==> src/rtl/universal_shift_reg_pkg.sv <==
// Shared types for the universal shift register: operation codes and burst FSM states.
// Latency: n/a (types only).
// Backpressure: n/a.
package universal_shift_reg_pkg;

   typedef enum logic [2:0] {
      OP_HOLD = 3'd0,
      OP_LOAD = 3'd1,
      OP_SHL  = 3'd2,
      OP_SHR  = 3'd3,
      OP_ASR  = 3'd4,
      OP_ROL  = 3'd5,
      OP_ROR  = 3'd6,
      OP_CLR  = 3'd7
   } shreg_op_e;

   typedef enum logic [0:0] {
      ST_IDLE  = 1'b0,
      ST_BURST = 1'b1
   } shreg_state_e;

endpackage

==> src/rtl/shreg_core.sv <==
// Next-data function of the shift register: applies one op to the current contents.
// Latency: purely combinational, 0 cycles.
// Backpressure: none; the caller decides whether the result is registered.
//
// Ports: op/amt/sdi/pdata select and parameterise the operation, data is the
// current register value, next_data is the result.
// Macro SHREG_ROTATE_EN: when undefined, ROL/ROR behave as HOLD and no rotate
// logic is built.
module shreg_core
   import universal_shift_reg_pkg::*;
#(
   parameter int WIDTH = 8,
   parameter int AMT_W = $clog2(WIDTH)
) (
   input  shreg_op_e        op,
   input  logic [AMT_W-1:0] amt,
   input  logic             sdi,
   input  logic [WIDTH-1:0] pdata,
   input  logic [WIDTH-1:0] data,
   output logic [WIDTH-1:0] next_data
);

   localparam logic [WIDTH-1:0] ONES = '1;

   logic [WIDTH-1:0] shl_fill;
   logic [WIDTH-1:0] shr_fill;
   logic [WIDTH-1:0] asr_data;

   // Vacated-position masks. A shift by >= WIDTH (only reachable when WIDTH is
   // not a power of two) shifts ONES out entirely, so the mask covers the whole
   // register and the result is all sdi, as intended.
   always_comb begin
      shl_fill = sdi ? ~(ONES << amt) : '0;
      shr_fill = sdi ? ~(ONES >> amt) : '0;
      asr_data = $unsigned($signed(data) >>> amt);
   end

`ifdef SHREG_ROTATE_EN
   localparam logic [AMT_W:0] WIDTH_L = (AMT_W+1)'(WIDTH);

   logic [AMT_W:0]   rot_amt;
   logic [AMT_W:0]   rot_inv;
   logic [WIDTH-1:0] rol_data;
   logic [WIDTH-1:0] ror_data;

   // rot_amt = 0 gives rot_inv = WIDTH, whose shift yields 0, so the OR
   // degenerates cleanly to the unrotated value.
   always_comb begin
      rot_amt  = {1'b0, amt} % WIDTH_L;
      rot_inv  = WIDTH_L - rot_amt;
      rol_data = (data << rot_amt) | (data >> rot_inv);
      ror_data = (data >> rot_amt) | (data << rot_inv);
   end
`endif

   always_comb begin
      next_data = data;
      case (op)
         OP_LOAD: next_data = pdata;
         OP_SHL:  next_data = (data << amt) | shl_fill;
         OP_SHR:  next_data = (data >> amt) | shr_fill;
         OP_ASR:  next_data = asr_data;
`ifdef SHREG_ROTATE_EN
         OP_ROL:  next_data = rol_data;
         OP_ROR:  next_data = ror_data;
`endif
         OP_CLR:  next_data = '0;
         default: next_data = data;
      endcase
   end

endmodule

==> src/rtl/universal_shift_reg.sv <==
// Universal shift register with manual ops and a counted burst mode (busy/done).
// Latency: manual op result on data_o 1 cycle after the enabled edge; all outputs registered.
// Backpressure: en_i low freezes everything, burst counter and pending done included.
//
// Ports: clk_i, rst_i (sync, active-high), en_i, op_i, amt_i, sdi_i, pdata_i,
// start_i, cnt_i in; data_o, msb_o, lsb_o, busy_o, done_o out.
// Macro SHREG_ROTATE_EN enables ROL/ROR; otherwise they act as HOLD.
module universal_shift_reg
   import universal_shift_reg_pkg::*;
#(
   parameter  int WIDTH = 8,
   parameter  int CNT_W = 8,
   localparam int AMT_W = $clog2(WIDTH)
) (
   input  logic             clk_i,
   input  logic             rst_i,
   input  logic             en_i,
   input  logic [2:0]       op_i,
   input  logic [AMT_W-1:0] amt_i,
   input  logic             sdi_i,
   input  logic [WIDTH-1:0] pdata_i,
   input  logic             start_i,
   input  logic [CNT_W-1:0] cnt_i,
   output logic [WIDTH-1:0] data_o,
   output logic             msb_o,
   output logic             lsb_o,
   output logic             busy_o,
   output logic             done_o
);

   shreg_state_e     state_q;
   shreg_op_e        op_q;
   logic [AMT_W-1:0] amt_q;
   logic [CNT_W-1:0] cnt_q;
   logic [WIDTH-1:0] data_q;
   logic             done_q;

   shreg_op_e        op_sel;
   logic [AMT_W-1:0] amt_sel;
   logic [WIDTH-1:0] core_data;

   // In a burst the latched op/amt drive the datapath; live inputs are ignored.
   always_comb begin
      op_sel  = shreg_op_e'(op_i);
      amt_sel = amt_i;
      if (state_q == ST_BURST) begin
         op_sel  = op_q;
         amt_sel = amt_q;
      end
   end

   shreg_core #(
      .WIDTH (WIDTH),
      .AMT_W (AMT_W)
   ) u_core (
      .op        (op_sel),
      .amt       (amt_sel),
      .sdi       (sdi_i),
      .pdata     (pdata_i),
      .data      (data_q),
      .next_data (core_data)
   );

   always_ff @(posedge clk_i) begin
      if (rst_i) begin
         state_q <= ST_IDLE;
         op_q    <= OP_HOLD;
         amt_q   <= '0;
         cnt_q   <= '0;
         data_q  <= '0;
         done_q  <= 1'b0;
      end else if (en_i) begin
         done_q <= 1'b0;
         case (state_q)
            ST_IDLE: begin
               if (start_i) begin
                  // Start cycle only latches; the first op lands on the next edge.
                  op_q    <= shreg_op_e'(op_i);
                  amt_q   <= amt_i;
                  cnt_q   <= cnt_i;
                  state_q <= ST_BURST;
               end else begin
                  data_q <= core_data;
               end
            end
            ST_BURST: begin
               if (cnt_q == '0) begin
                  // Zero-length burst: leave without touching the data.
                  state_q <= ST_IDLE;
                  done_q  <= 1'b1;
               end else begin
                  data_q <= core_data;
                  cnt_q  <= cnt_q - CNT_W'(1);
                  if (cnt_q == CNT_W'(1)) begin
                     state_q <= ST_IDLE;
                     done_q  <= 1'b1;
                  end
               end
            end
            default: state_q <= ST_IDLE;
         endcase
      end else begin
         // Frozen cycle: a done that has not yet been raised waits for the
         // next enabled edge, and a raised one is not stretched.
         done_q <= 1'b0;
      end
   end

   always_comb begin
      data_o = data_q;
      msb_o  = data_q[WIDTH-1];
      lsb_o  = data_q[0];
      busy_o = (state_q == ST_BURST);
      done_o = done_q;
   end

endmodule

==> config.mk <==
export PLATFORM = sky130hd
export DESIGN_NAME = universal_shift_reg
export DESIGN_NICKNAME = d
export VERILOG_FILES = /design/src/rtl/universal_shift_reg_pkg.sv /design/src/rtl/shreg_core.sv /design/src/rtl/universal_shift_reg.sv
export SDC_FILE = /design/constraint.sdc
export NUM_CORES = 1
export LEC_CHECK = 0
export CAP_MARGIN = 0
export CORE_AREA = 2 2 75 70
export CTS_CLUSTER_DIAMETER = 200
export CTS_CLUSTER_SIZE = 20
export DETAILED_ROUTE_END_ITERATION = 16
export DIE_AREA = 0 0 77 72
export PLACE_DENSITY_LB_ADDON = 0.25
export SETUP_SLACK_MARGIN = 0.05
export SLEW_MARGIN = 25
export SYNTH_ARGS = -nofsm -noshare
export SYNTH_HDL_FRONTEND = slang
export SYNTH_HIERARCHICAL = 1
export SYNTH_SLANG_ARGS = --single-unit
==> constraint.sdc <==
create_clock -name clk_i -period 3.1 [get_ports clk_i]
set_input_delay 0.775 -clock clk_i [delete_from_list [all_inputs] [get_ports clk_i]]
set_output_delay 0.775 -clock clk_i [all_outputs]
set_load 0.02 [all_outputs]
After elaboration in Yosys (flattened, before gate mapping)
Index checks and enable logic that the tools add are counted.
{ "classes": {"n_addsub": 1, "n_eq_ne": 9, "shifts": 5, "mux": 17, "bitwise": 6, "n_reduce_logical": 5} }
{ "op_table": {"columns": ["operator", "count"], "rows": [
  ["$mux W8", 6],
  ["$pmux W8 S5", 1],
  ["$pmux W8 S2", 2],
  ["$not A8 Y8", 2],
  ["$or A8 B8 Y8", 2],
  ["$reduce_and A3 Y1", 3],
  ["$eq A8 B1 Y1 const B", 1],
  ["$logic_not A8 Y1", 1],
  ["$shl A8 B3 Y8", 1],
  ["$shl A8 B3 Y8 const A", 1],
  ["$shr A8 B3 Y8", 1],
  ["$shr A8 B3 Y8 const A", 1],
  ["$sshr A8 B3 Y8", 1],
  ["$sub A8 B1 Y8 const B", 1],
  ["$eq A3 B2 Y1 const B", 2],
  ["$eq A3 B3 Y1 const B", 2],
  ["$mux W3", 2],
  ["$ne A2 B2 Y1 const B", 3],
  ["$mux W1", 5],
  ["$eq A3 B1 Y1 const B", 1],
  ["$reduce_or A3 Y1", 1],
  ["$not A1 Y1", 2],
  ["$pmux W1 S2", 1]
]} }
{ "totals": {"register_bits": 24, "out_inout_bits": 12} }

Longest topological paths before layout
Gate-level depths: netlist of the first run.
{ "logic_depth": {"depth_word": 8, "mapped_depth": 12, "ltp_nobuf": 7} }

Cells and area by module
The synthesis of the first run kept the hierarchy.
{ "modules_own_cells": {"columns": ["mod", "instances", "cells_per_inst", "area_per_inst_um2", "seq_area_each_um2"], "rows": [
  ["shreg_core", 1, 172, 1293.7, 0.0],
  ["universal_shift_reg", 1, 132, 1221.2, 480.5]
]} }

Worst setup path before layout of the first run
OpenSTA, ideal clock, no wires.
{ "synth_timing": {"path_kind": "reg2reg", "start": "register state_q (netlist: busy_o)", "end": "register data_q[2] (netlist: data_o[2])", "setup_ns": 0.128, "t_arrival_ns": 2.629, "slack_ns": 0.343, "path_stages_with_launch": 11, "path_buffers": 3, "period_less_slack_ns": 2.757, "cell_sequence": "dfxtp_1 -> buf_2 -> buf_1 -> mux2_2 -> buf_6 -> mux2_4 -> and3_4 -> o41ai_2 -> o211ai_1 -> mux2i_1 -> nor2_1"} }
{ "synth_between": {"elab_chain_cells": 8} }
{ "synth_lines": {"columns": ["item", "line", "source"], "rows": [
  ["start, declared", "universal_shift_reg.sv:31", "shreg_state_e state_q;"],
  ["start signal, assigned", "universal_shift_reg.sv:66", "state_q <= ST_IDLE;"],
  ["start signal, assigned", "universal_shift_reg.sv:81", "state_q <= ST_BURST;"],
  ["start signal, assigned", "universal_shift_reg.sv:89", "state_q <= ST_IDLE;"],
  ["$mux W3 *", "universal_shift_reg.sv:46", "if (state_q == ST_BURST) begin"],
  ["via amt_sel[0]", "universal_shift_reg.sv:39", "logic [AMT_W-1:0] amt_sel;"],
  ["$shr A8 B3 Y8 / $shl A8 B3 Y8 (equally long branches)", "shreg_core.sv:34, shreg_core.sv:33", null],
  ["$not A8 Y8 (on tied branches)", "shreg_core.sv:34, shreg_core.sv:33", null],
  ["$mux W8 (on tied branches)", "shreg_core.sv:34, shreg_core.sv:33", null],
  ["$or A8 B8 Y8 (on tied branches)", "shreg_core.sv:61, shreg_core.sv:60", null],
  ["$pmux W8 S5 *", "shreg_core.sv:58", "case (op)"],
  ["via core_data[2]", "universal_shift_reg.sv:40", "logic [WIDTH-1:0] core_data;"],
  ["$mux W8 (on tied branches)", "universal_shift_reg.sv:87, universal_shift_reg.sv:76", null],
  ["$pmux W8 S2 *", "universal_shift_reg.sv:74", "case (state_q)"],
  ["end signal, assigned", "universal_shift_reg.sv:83", "data_q <= core_data;"],
  ["end signal, assigned", "universal_shift_reg.sv:92", "data_q <= core_data;"],
  ["end, declared", "universal_shift_reg.sv:35", "logic [WIDTH-1:0] data_q;"]
]} }
The timed path passes the listed nets; every way through them passes the cells marked *. The select of a mux whose other input is x is not followed.
A chain may end at the register's enable or synchronous reset.

Worst setup path in the final report of the first run
{ "layout_timing": {"start": "input port amt_i[2]", "end": "register data_q[6] (netlist: data_o[6])"} }
{ "layout_between": {"elab_chain_cells": 8} }
{ "layout_lines": {"columns": ["item", "line", "source"], "rows": [
  ["start, declared", "universal_shift_reg.sv:19", "input logic [AMT_W-1:0] amt_i,"],
  ["$mux W3 *", "universal_shift_reg.sv:46", null],
  ["via amt_sel[2]", "universal_shift_reg.sv:39", null],
  ["$shr A8 B3 Y8 / $shl A8 B3 Y8 (equally long branches)", "shreg_core.sv:34, shreg_core.sv:33", null],
  ["$not A8 Y8 (on tied branches)", "shreg_core.sv:34, shreg_core.sv:33", null],
  ["$mux W8 (on tied branches)", "shreg_core.sv:34, shreg_core.sv:33", null],
  ["$or A8 B8 Y8 (on tied branches)", "shreg_core.sv:61, shreg_core.sv:60", null],
  ["$pmux W8 S5 *", "shreg_core.sv:58", null],
  ["via core_data[6]", "universal_shift_reg.sv:40", null],
  ["$mux W8 (on tied branches)", "universal_shift_reg.sv:87, universal_shift_reg.sv:76", null],
  ["$pmux W8 S2 *", "universal_shift_reg.sv:74", null]
]} }
Marked as above.

==> results of run 1 <==
sequential cells by signal, summed over array words and instances (netlist names):
name,cells
amt_q,3
busy_o,1
cnt_q,8
data_o,8
done_o,1
op_q,3
synth_stat cells (7+ instances only):
master,instances
mux2i_1,35
nor2_1,31
nor3_1,7
buf_2,12
nand2_1,16
dfxtp_1,24
clkbuf_1,7
a21oi_1,13
o21ai_0,14
inv_1,12
mux2_2,10
nor2b_1,7
per-stage QoR:
stage	cells	worst slack, ns	power (mW)	util [%]	hold slack [ns]
6_report	407	0.259	1.11	65.5	0.499
5_1_grt	407	0.188	1.16	65.5	0.527
4_1_cts	407	0.321	1.10	65.5	0.505
3_5_place_dp	403	0.0385	0.830	64.0	0.485
3_3_place_gp	403	0.0541	0.823	64.0	0.470
2_1_floorplan	304	0.343	0.674	-	0.458
final timing paths:
check	start	cells after the start	to
setup / recovery	amt_i[2]	9	data_o[6]$_SDFFE_PP0P_
hold / removal	op_q[2]$_SDFFE_PP0P_	2	op_q[2]$_SDFFE_PP0P_
setup reg to reg	busy_o$_SDFFE_PP0P_	8	data_o[6]$_SDFFE_PP0P_
hold reg to reg	op_q[2]$_SDFFE_PP0P_	2	op_q[2]$_SDFFE_PP0P_
cells in the final DEF (no fill, tap or decap), drive strengths merged, types with 4 or more instances in the layout:
cell,n
o22ai,4
mux2i,35
inv,12
nand2,16
clkdlybuf4s50,38
nand3,4
a31oi,6
a211oi,5
buf,27
a32oi,4
mux2,11
dfxtp,24
nand2b,5
o211ai,6
nor2,32
o21ai,15
nor2b,7
nor3b,4
mux4,4
nor3,7
a21oi,13
metal layers:
metal	track usage [%]	routed length (µm)	vias to the layer above
li1	-	-	1220
met1	37.2	3260	1191
met2	39.9	3240	154
met3	6.34	726	20
met4	6.55	155	0
met5	0	0	-
cell type report:
class	count	area, µm²
multi-input combinational	237	1810
fill	424	1640
timing repair buffer	65	621
sequential	24	480
tap	65	81.3
inverter	12	45.0
clock buffer	3	41.3
clock inverter	1	30.0
where the power goes:
| part | leakage [nW] | internal (mW) | switching (mW) |
|---|---|---|---|
| clock network | 0.0357 | 0.173 | 0.104 |
| registers | 0.196 | 0.327 | 0.0368 |
| logic | 0.961 | 0.227 | 0.245 |
critical path, cell delays in order:
cell             delay [ns]
clkdlybuf4s50_1        0.44
mux2_2                 0.43
buf_4                  0.20
nor2_2                 0.28
o22ai_1                0.15
a221oi_1               0.34
o22ai_1                0.15
mux2i_1                0.15
nor2_1                 0.05
logic make-up (layout without fill, tap and decap cells):
group	after synthesis	after routing	share of synthesized area (%)
fa+ha+maj	2	2	0.995
simple gates	98	98	22.1
mux	50	50	22.7
flops	24	24	19.1
buf+inv	43	81	9.05
xor+xnor	1	1	0.348
compound gates	86	86	25.6
==> results.yml, run 1 <==
run_status:
  status: "finished, final reports clean"
grt:
  grt.total_usage_pct: 26.1
  overflow: 0
  grt_pass1_wl_mm: 11.8
  grt_pass1_vias: 2348
  grt_antenna_before_repair: 0
  grt_max_degree: 31
sta:
  slew_viol_final: 0
  clock.fmax_ghz: 0.352
  finalCritPeriodShare_pct: 91.7
  fin_worst_skew_ns: 0.00465
  hold_viol: 0
  finalSetupTns_ns: 0
  slew_headroom_pct: 39.9
  setup_viol: 0
  fin_crit_ns: 2.84
  grt_setup_unrepaired: "no"
  tightest_slew_ns: 0.899
run:
  maxCapViolCount: 0
worst_setup_path:
  endpoint_kind: "flop"
  r2r_slack_ns: 0.57
  cp.arrival_ns: 2.97
  crit_type: "primary input to flop"
  crit_required_ns: 3.23
  worstPathMaxFanout: 16
  crit_path_start_kind: "primary input"
drt:
  dr_total_vias: 2585
  dr.first_iter.drc_count: 339
  wire_per_inst_um: 18.1
  first_pass_iters: 5
  ant_nets: 0
  drc: 0
  vias_per_cell: 6.35
  drt-total-wl_mm: 7.38
floorplan:
  core.rowCount: 24
  die_y_um: 72
  die_w_um: 77
  initial_utilization_pct: 53.0
  dieArea_mm2: 0.00554
  coreArea_mm2: 0.00474
  ios: 39
placement:
  hpwl_mm: 5.32
  place_congestion: 1.01
  placed_area_mm2: 0.00303
  port_buffers: 38
clocking:
  worstSkewPairLatency_ns: 0.27
  cts_setup_buffers: 0
  clk_pin_slew_worst_paths_ns: 0.09
  cts_buffers: 3
  cts_htree_levels: 1
  post_cts_resize_count: 0
  cts_max_path_buffers: 2
  clock-root-buffer: "clkbuf_8"
  clock_sinks: 24
  holdBufCountCts: 0
  cts_tree: "done"
worst_hold_path:
  hold_path.class: "flop to flop"
logic_synthesis:
  synth_fp_nets: 333
  netlist.area_leader.share_pct: 19.1
  ys_seq_area_share_pct: 19.1
  synth_area_leaders: "dfxtp_1 (19%), mux2i_1 (14%), nor2_1 (4.6%)"
  synth_area_mm2: 0.00251
  synthArstFlopShare_pct: 0
  synth_edf_count: 0
  synthCells: 304
  synth.distinct_cells: 72
  synth-main-ff-cell: "dfxtp_1"
  synth.avg_cell_area_um2: 8.27
  yosys.area.top_type: "dfxtp_1"
  ys_ff_latch: 24
  yosys_warnings: 6
finish:
  design_area_mm2: 0.00311
  drive_gt1_share_pct: 17.8
  fin_nets: 372
  synthToLayoutAreaGrowth_pct: 23.5
  n_antenna_cell: 0
pwr:
  ir_drop_uv: 237
  power.density_mw_per_mm2: 358
  power.leakage_nw: 1.19
No activity file was read; power rests on OpenSTA's default activity.
==> inputs of run 2 (changes only) <==
--- a/config.mk
+++ b/config.mk
@@ -6,11 +6,12 @@
 export NUM_CORES = 1
 export LEC_CHECK = 0
 export CAP_MARGIN = 0
-export CORE_AREA = 2 2 75 70
+export CORE_AREA = 2 2 74 69
+export CTS_BUF_LIST = sky130_fd_sc_hd__clkbuf_8
 export CTS_CLUSTER_DIAMETER = 200
 export CTS_CLUSTER_SIZE = 20
 export DETAILED_ROUTE_END_ITERATION = 16
-export DIE_AREA = 0 0 77 72
+export DIE_AREA = 0 0 76 71
 export PLACE_DENSITY_LB_ADDON = 0.25
 export SETUP_SLACK_MARGIN = 0.05
 export SLEW_MARGIN = 25
==> results.yml, run 2 (synthesized netlist as in run 1, its figures left out) <==
clocking:
  cts_tree: "done"
  cts_max_path_buffers: 2
  clock-root-buffer: "clkbuf_8"
  clk_pin_slew_worst_paths_ns: 0.09
  cts_buffers: 3
  cts_setup_buffers: 0
  post_cts_resize_count: 0
  holdBufCountCts: 0
  worstSkewPairLatency_ns: 0.28
  cts_htree_levels: 1
  clock_sinks: 24
worst_hold_path:
  hp-start: "amt_q[1]$_SDFFE_PP0P_"
  hold_path.class: "flop to flop"
  worstHoldEndpoint: "amt_q[1]$_SDFFE_PP0P_"
  hold_depth: 2
worst_setup_path:
  cp.arrival_ns: 2.88
  crit_path_start_kind: "primary input"
  r2r-end: "data_o[4]$_SDFFE_PP0P_"
  slowest_delay_ns: 0.53
  r2r_slack_ns: 0.65
  crit_required_ns: 3.23
  endpoint_kind: "flop"
  rr_worst_depth: 7
  timing.rr.start: "busy_o$_SDFFE_PP0P_"
  slowest_stage: "mux2_2"
  path_cells: "clkdlybuf4s50_1, mux2_2, nor2b_1, a211oi_1, a32oi_1, o311ai_0, mux2i_1, nor2_1"
  critPathBufInv: 1
  cpLargestDelayFamily: "multiplexers"
  worstPathMaxFanout: 28
  crit_type: "primary input to flop"
sta:
  hold_viol: 0
  grt_setup_unrepaired: "no"
  finalSetupTns_ns: 0
  fin_hold_ws_ns: 0.498
  fin_worst_skew_ns: 0.0124
  finalCritPeriodShare_pct: 88.9
  slew_viol_final: 0
  setup_viol: 0
  slew_headroom_pct: 36.0
  tightest_slew_ns: 0.957
  fin_crit_ns: 2.76
  clock.fmax_ghz: 0.363
finish:
  fin_nets: 362
  n_antenna_cell: 0
  final_cell_mix: "clkdlybuf4s50_1 (38), mux2i_1 (35), nor2_1 (31)"
  fillers: 408
  drive_gt1_share_pct: 15.4
  synthToLayoutAreaGrowth_pct: 20.0
  post-route-util_pct: 64.8
  layout_commonest_cell: "clkdlybuf4s50_1"
floorplan:
  dieArea_mm2: 0.00540
  core.rowCount: 24
  ios: 39
  die_y_um: 71
  die_w_um: 76
  coreArea_mm2: 0.00465
  initial_utilization_pct: 54.0
drt:
  wire_per_inst_um: 17.3
  dr.first_iter.drc_count: 261
  vias_per_cell: 6.34
  drt-total-wl_mm: 6.87
  first_pass_iters: 4
  ant_nets: 0
  drc: 0
  dr_total_vias: 2517
pwr:
  power.density_mw_per_mm2: 363
  power.leakage_nw: 1.14
  ir_drop_uv: 293
grt:
  grt_pass1_wl_mm: 11.4
  grt_max_degree: 32
  grt.total_usage_pct: 25.7
  overflow: 0
  grt_pass1_vias: 2306
  grt_antenna_before_repair: 0
run_status:
  status: "finished, final reports clean"
placement:
  place_congestion: 0.942
  hpwl_mm: 4.96
  port_buffers: 38
run:
  maxCapViolCount: 0
run 2: cell types whose count changed in the layout (fill, tap and decap cells not counted), sizes merged:
cell  change
buf      -10
run 2: per-layer routing:
layer | track usage [%] | vias up | share of wire, % | routed length (µm)
met3 | 4.72 | 14 | 7.4 | 509
met4 | 9.70 | 0 | 2.4 | 167
met2 | 40.0 | 111 | 44 | 3020
li1 | - | 1201 | - | -
met5 | 0 | - | 0 | 0
met1 | 36.0 | 1191 | 46 | 3170
run 2: power by group:
group          switching, mW  total (mW)  internal [mW]
Clock                  0.115       0.288          0.173
Combinational          0.232       0.444          0.212
Sequential            0.0351       0.363          0.327
run 2: cell type report:
type / count / area (µm²) / share of cell area (%)
inverter: 12 / 45.0 / 1.49
clock inverter: 1 / 30.0 / 0.995
sequential: 24 / 480 / 15.9
tap: 65 / 81.3 / 2.69
timing repair buffer: 55 / 533 / 17.7
multi-input combinational: 237 / 1810 / 59.9
clock buffer: 3 / 41.3 / 1.37
run 2: per-stage QoR:
step	power [mW]	cells	setup slack [ns]	cell area, µm²
floorplan	0.674	304	0.343	2510
global placement	0.802	393	0.0882	2950
detailed placement	0.804	393	0.0775	2950
CTS	1.10	397	0.367	3020
global route	1.15	397	0.200	3020
finish	1.09	397	0.345	3020
run 2: worst register-to-register path, stage by stage (launching register included):
cell,delay [ns]
dfxtp_1,0.50
mux2_2,0.49
or3b_1,0.59
a211oi_1,0.25
a32oi_1,0.17
o311ai_0,0.14
mux2i_1,0.13
nor2_1,0.10
run 2: worst max-delay path by stage:
stage / startpoint / endpoint / cells past startpoint
6_report: amt_i[2] / data_o[4]$_SDFFE_PP0P_ / 8
3_5_place_dp: amt_i[2] / data_o[0]$_SDFFE_PP0P_ / 8
3_3_place_gp: amt_i[0] / data_o[7]$_SDFFE_PP0P_ / 9
2_1_floorplan: busy_o$_SDFFE_PP0P_ / data_o[2]$_SDFFE_PP0P_ / 10
4_1_cts: amt_i[0] / data_o[2]$_SDFFE_PP0P_ / 9
5_1_grt: amt_i[2] / data_o[4]$_SDFFE_PP0P_ / 8
==> patch: new RTL, config.mk and constraints of run 2 <==
Add an input register stage for `pdata_i`; this delays it by one clock. The other inputs are not delayed to match.
--- a/src/rtl/universal_shift_reg.sv
+++ b/src/rtl/universal_shift_reg.sv
@@ -29,4 +29,10 @@
 );
 
+   logic [WIDTH-1:0] pdata_q;
+
+   always_ff @(posedge clk_i) begin
+      pdata_q <= pdata_i;
+   end
+
    shreg_state_e     state_q;
    shreg_op_e        op_q;
@@ -57,5 +63,5 @@
       .amt       (amt_sel),
       .sdi       (sdi_i),
-      .pdata     (pdata_i),
+      .pdata     (pdata_q),
       .data      (data_q),
       .next_data (core_data)
Formal check against the unedited RTL: not equivalent (Yosys sat finds a counterexample within 4 cycles, from zero or initial values and one cycle with rst_i high).
==> patch against run 2 <==
Register-to-register slack better by 0.03 ns; sequential cell count up 8; worst setup slack better by 0.016 ns; critical path depth up 2; final cell count up 5.8%; first-iteration DRC count up 34%; wire length up 7.6%; hold slack better by 0.0021 ns; total power up 17%; cell area up 8.6%; area after synthesis up 6.5%; critical path type unchanged; largest cell class unchanged; highest routed layer is now met5.
==> patch: results (changes against run 2) <==
| Metric | Value |
|---|---|
| Post-CTS sizing | 0 (unchanged) |
| Net Sw Frac | 35.6% (was 35.0%) |
| Worst Path Arrival | 2.92 ns (was 2.88 ns) |
| Leakage power | 1.32 nW (was 1.14 nW) |
| Port Buffers | 38 (unchanged) |
| Synth async-reset ratio | 0% (unchanged) |
| Post-Route WL | 7.39 mm (was 6.87 mm) |
| M1 GR Usage | 41.7% (was 36.0%) |
| First-pass GRT wire length | 12.1 mm (was 11.4 mm) |
| Uppermost layer routed | met5 (was met4) |
| # diodes | 0 (unchanged) |
| HPWL after detailed placement | 5.33 mm (was 4.96 mm) |
| H-Tree Depth | 2 (was 1) |
| Worst skew pair latency | 0.29 ns |
| DP Cell Count | 412 (was 393) |
| Vias in the first global route | 2,343 (was 2,306) |
| Synth cell count leaders | 36 x mux2i_1, 32 x dfxtp_1, 30 x nor2_1 (was 35 x mux2i_1, 31 x nor2_1, 24 x dfxtp_1) |
| Crit-path leading delay family | buffers and inverters (was multiplexers) |
| Status | completed (unchanged) |
| DR vias | 2,640 (was 2,517) |
| Fraction of layout cells with a size suffix above 1 | 18.0% (was 15.4%) |
| WL/cell | 17.6 um (was 17.3 um) |
| Post-CTS setup buffer count | 0 (unchanged) |
| Combinational Power Share | 36.8% (was 40.6%) |
| Gr usage total | 28.2% (was 25.7%) |
| Clock tree root buffer cell | clkbuf_8 (unchanged) |
| Area contributors post-synth | dfxtp_1 24%, mux2i_1 13%, nor2_1 4.2% (was dfxtp_1 19%, mux2i_1 14%, nor2_1 4.6%) |
| Initial antenna violation count | 1 (was 0) |
| Synth Warn # | 6 (unchanged) |
| Syn_nets | 341 (was 333) |
| Nets | 383 (was 362) |
| Hold crit path type | reg -> reg (unchanged) |
| Total design power | 1.28 mW (was 1.09 mW) |
| Filler cells | 359 (was 408) |
| Wire length on met1 | 3.55 mm (was 3.17 mm) |
| Met2 routed WL | 3.18 mm (was 3.02 mm) |
| CTS Buf Count | 5 (was 3) |
| Top_reg_cell synth | dfxtp_1 (unchanged) |
| Largest stage delay, worst path | 0.44 ns (was 0.53 ns) |
| GR Util met3 | 5.61% (was 4.72%) |
| Wire length on met3 | 543 um (was 509 um) |
| Max FO, Critical Path | 13 (was 28) |
| Met2 Use GR | 42.9% (was 40.0%) |
| Clk_skew | 0.00802 ns (was 0.0124 ns) |
| Drt pass-1 iters | 5 (was 4) |
| Max VDD drop | 312 uV (was 293 uV) |
| First DRT Iteration DRCs | 349 (was 261) |
| Slew HR | 49.6% (was 36.0%) |
| Slowest-stage cell, CP | clkdlybuf4s50_1 (was mux2_2) |
| Clock transition at path regs | 0.07 ns (was 0.09 ns) |
| Seq pwr | 477 uW (was 363 uW) |
| CTS Hold Buffers Added | 0 (unchanged) |
| Register area share after synthesis | 23.9% (was 19.1%) |
| Mapped Cells | 312 (was 304) |
| Largest net degree at the start of global routing | 27 (was 32) |
| Netlist cell types | 71 (was 72) |
| Placer Congestion | 0.931 (was 0.942) |
## patch: metrics by stage
| stage | worst slack [ns] | cell area (um^2) |
|---|---|---|
| after global routing | 0.119 | 3280 |
| after CTS | 0.392 | 3280 |
| after global placement | 0.130 | 3190 |
| after detailed placement | 0.0989 | 3190 |
| after floorplan | 0.201 | 2680 |
| final | 0.361 | 3280 |
## patch: final timing paths
path,slack [ns],endpoint,startpoint,depth (start not counted)
min,0.50,op_q[2],op_q[2],2
max reg2reg,0.68,data_o[6],busy_o,8
max,0.36,data_o[4],amt_i[0],10
min reg2reg,0.50,op_q[2],op_q[2],2
## patch: final cells by class
cell class	count	share of cell area, %
clock buffers	5	2.10
well taps	65	2.48
repair buffers	65	18.6
multi-input cells	240	55.6
flip-flops and latches	32	19.5
inverters	10	1.15
clock inverters	3	0.573
## patch: logic make-up after synthesis
family | synth area share [%]
mux | 21.3
buf+inv | 8.04
xor+xnor | 0.327
simple gates | 20.8
compound gates | 24.7
fa+ha+maj | 0.934
flops | 23.9
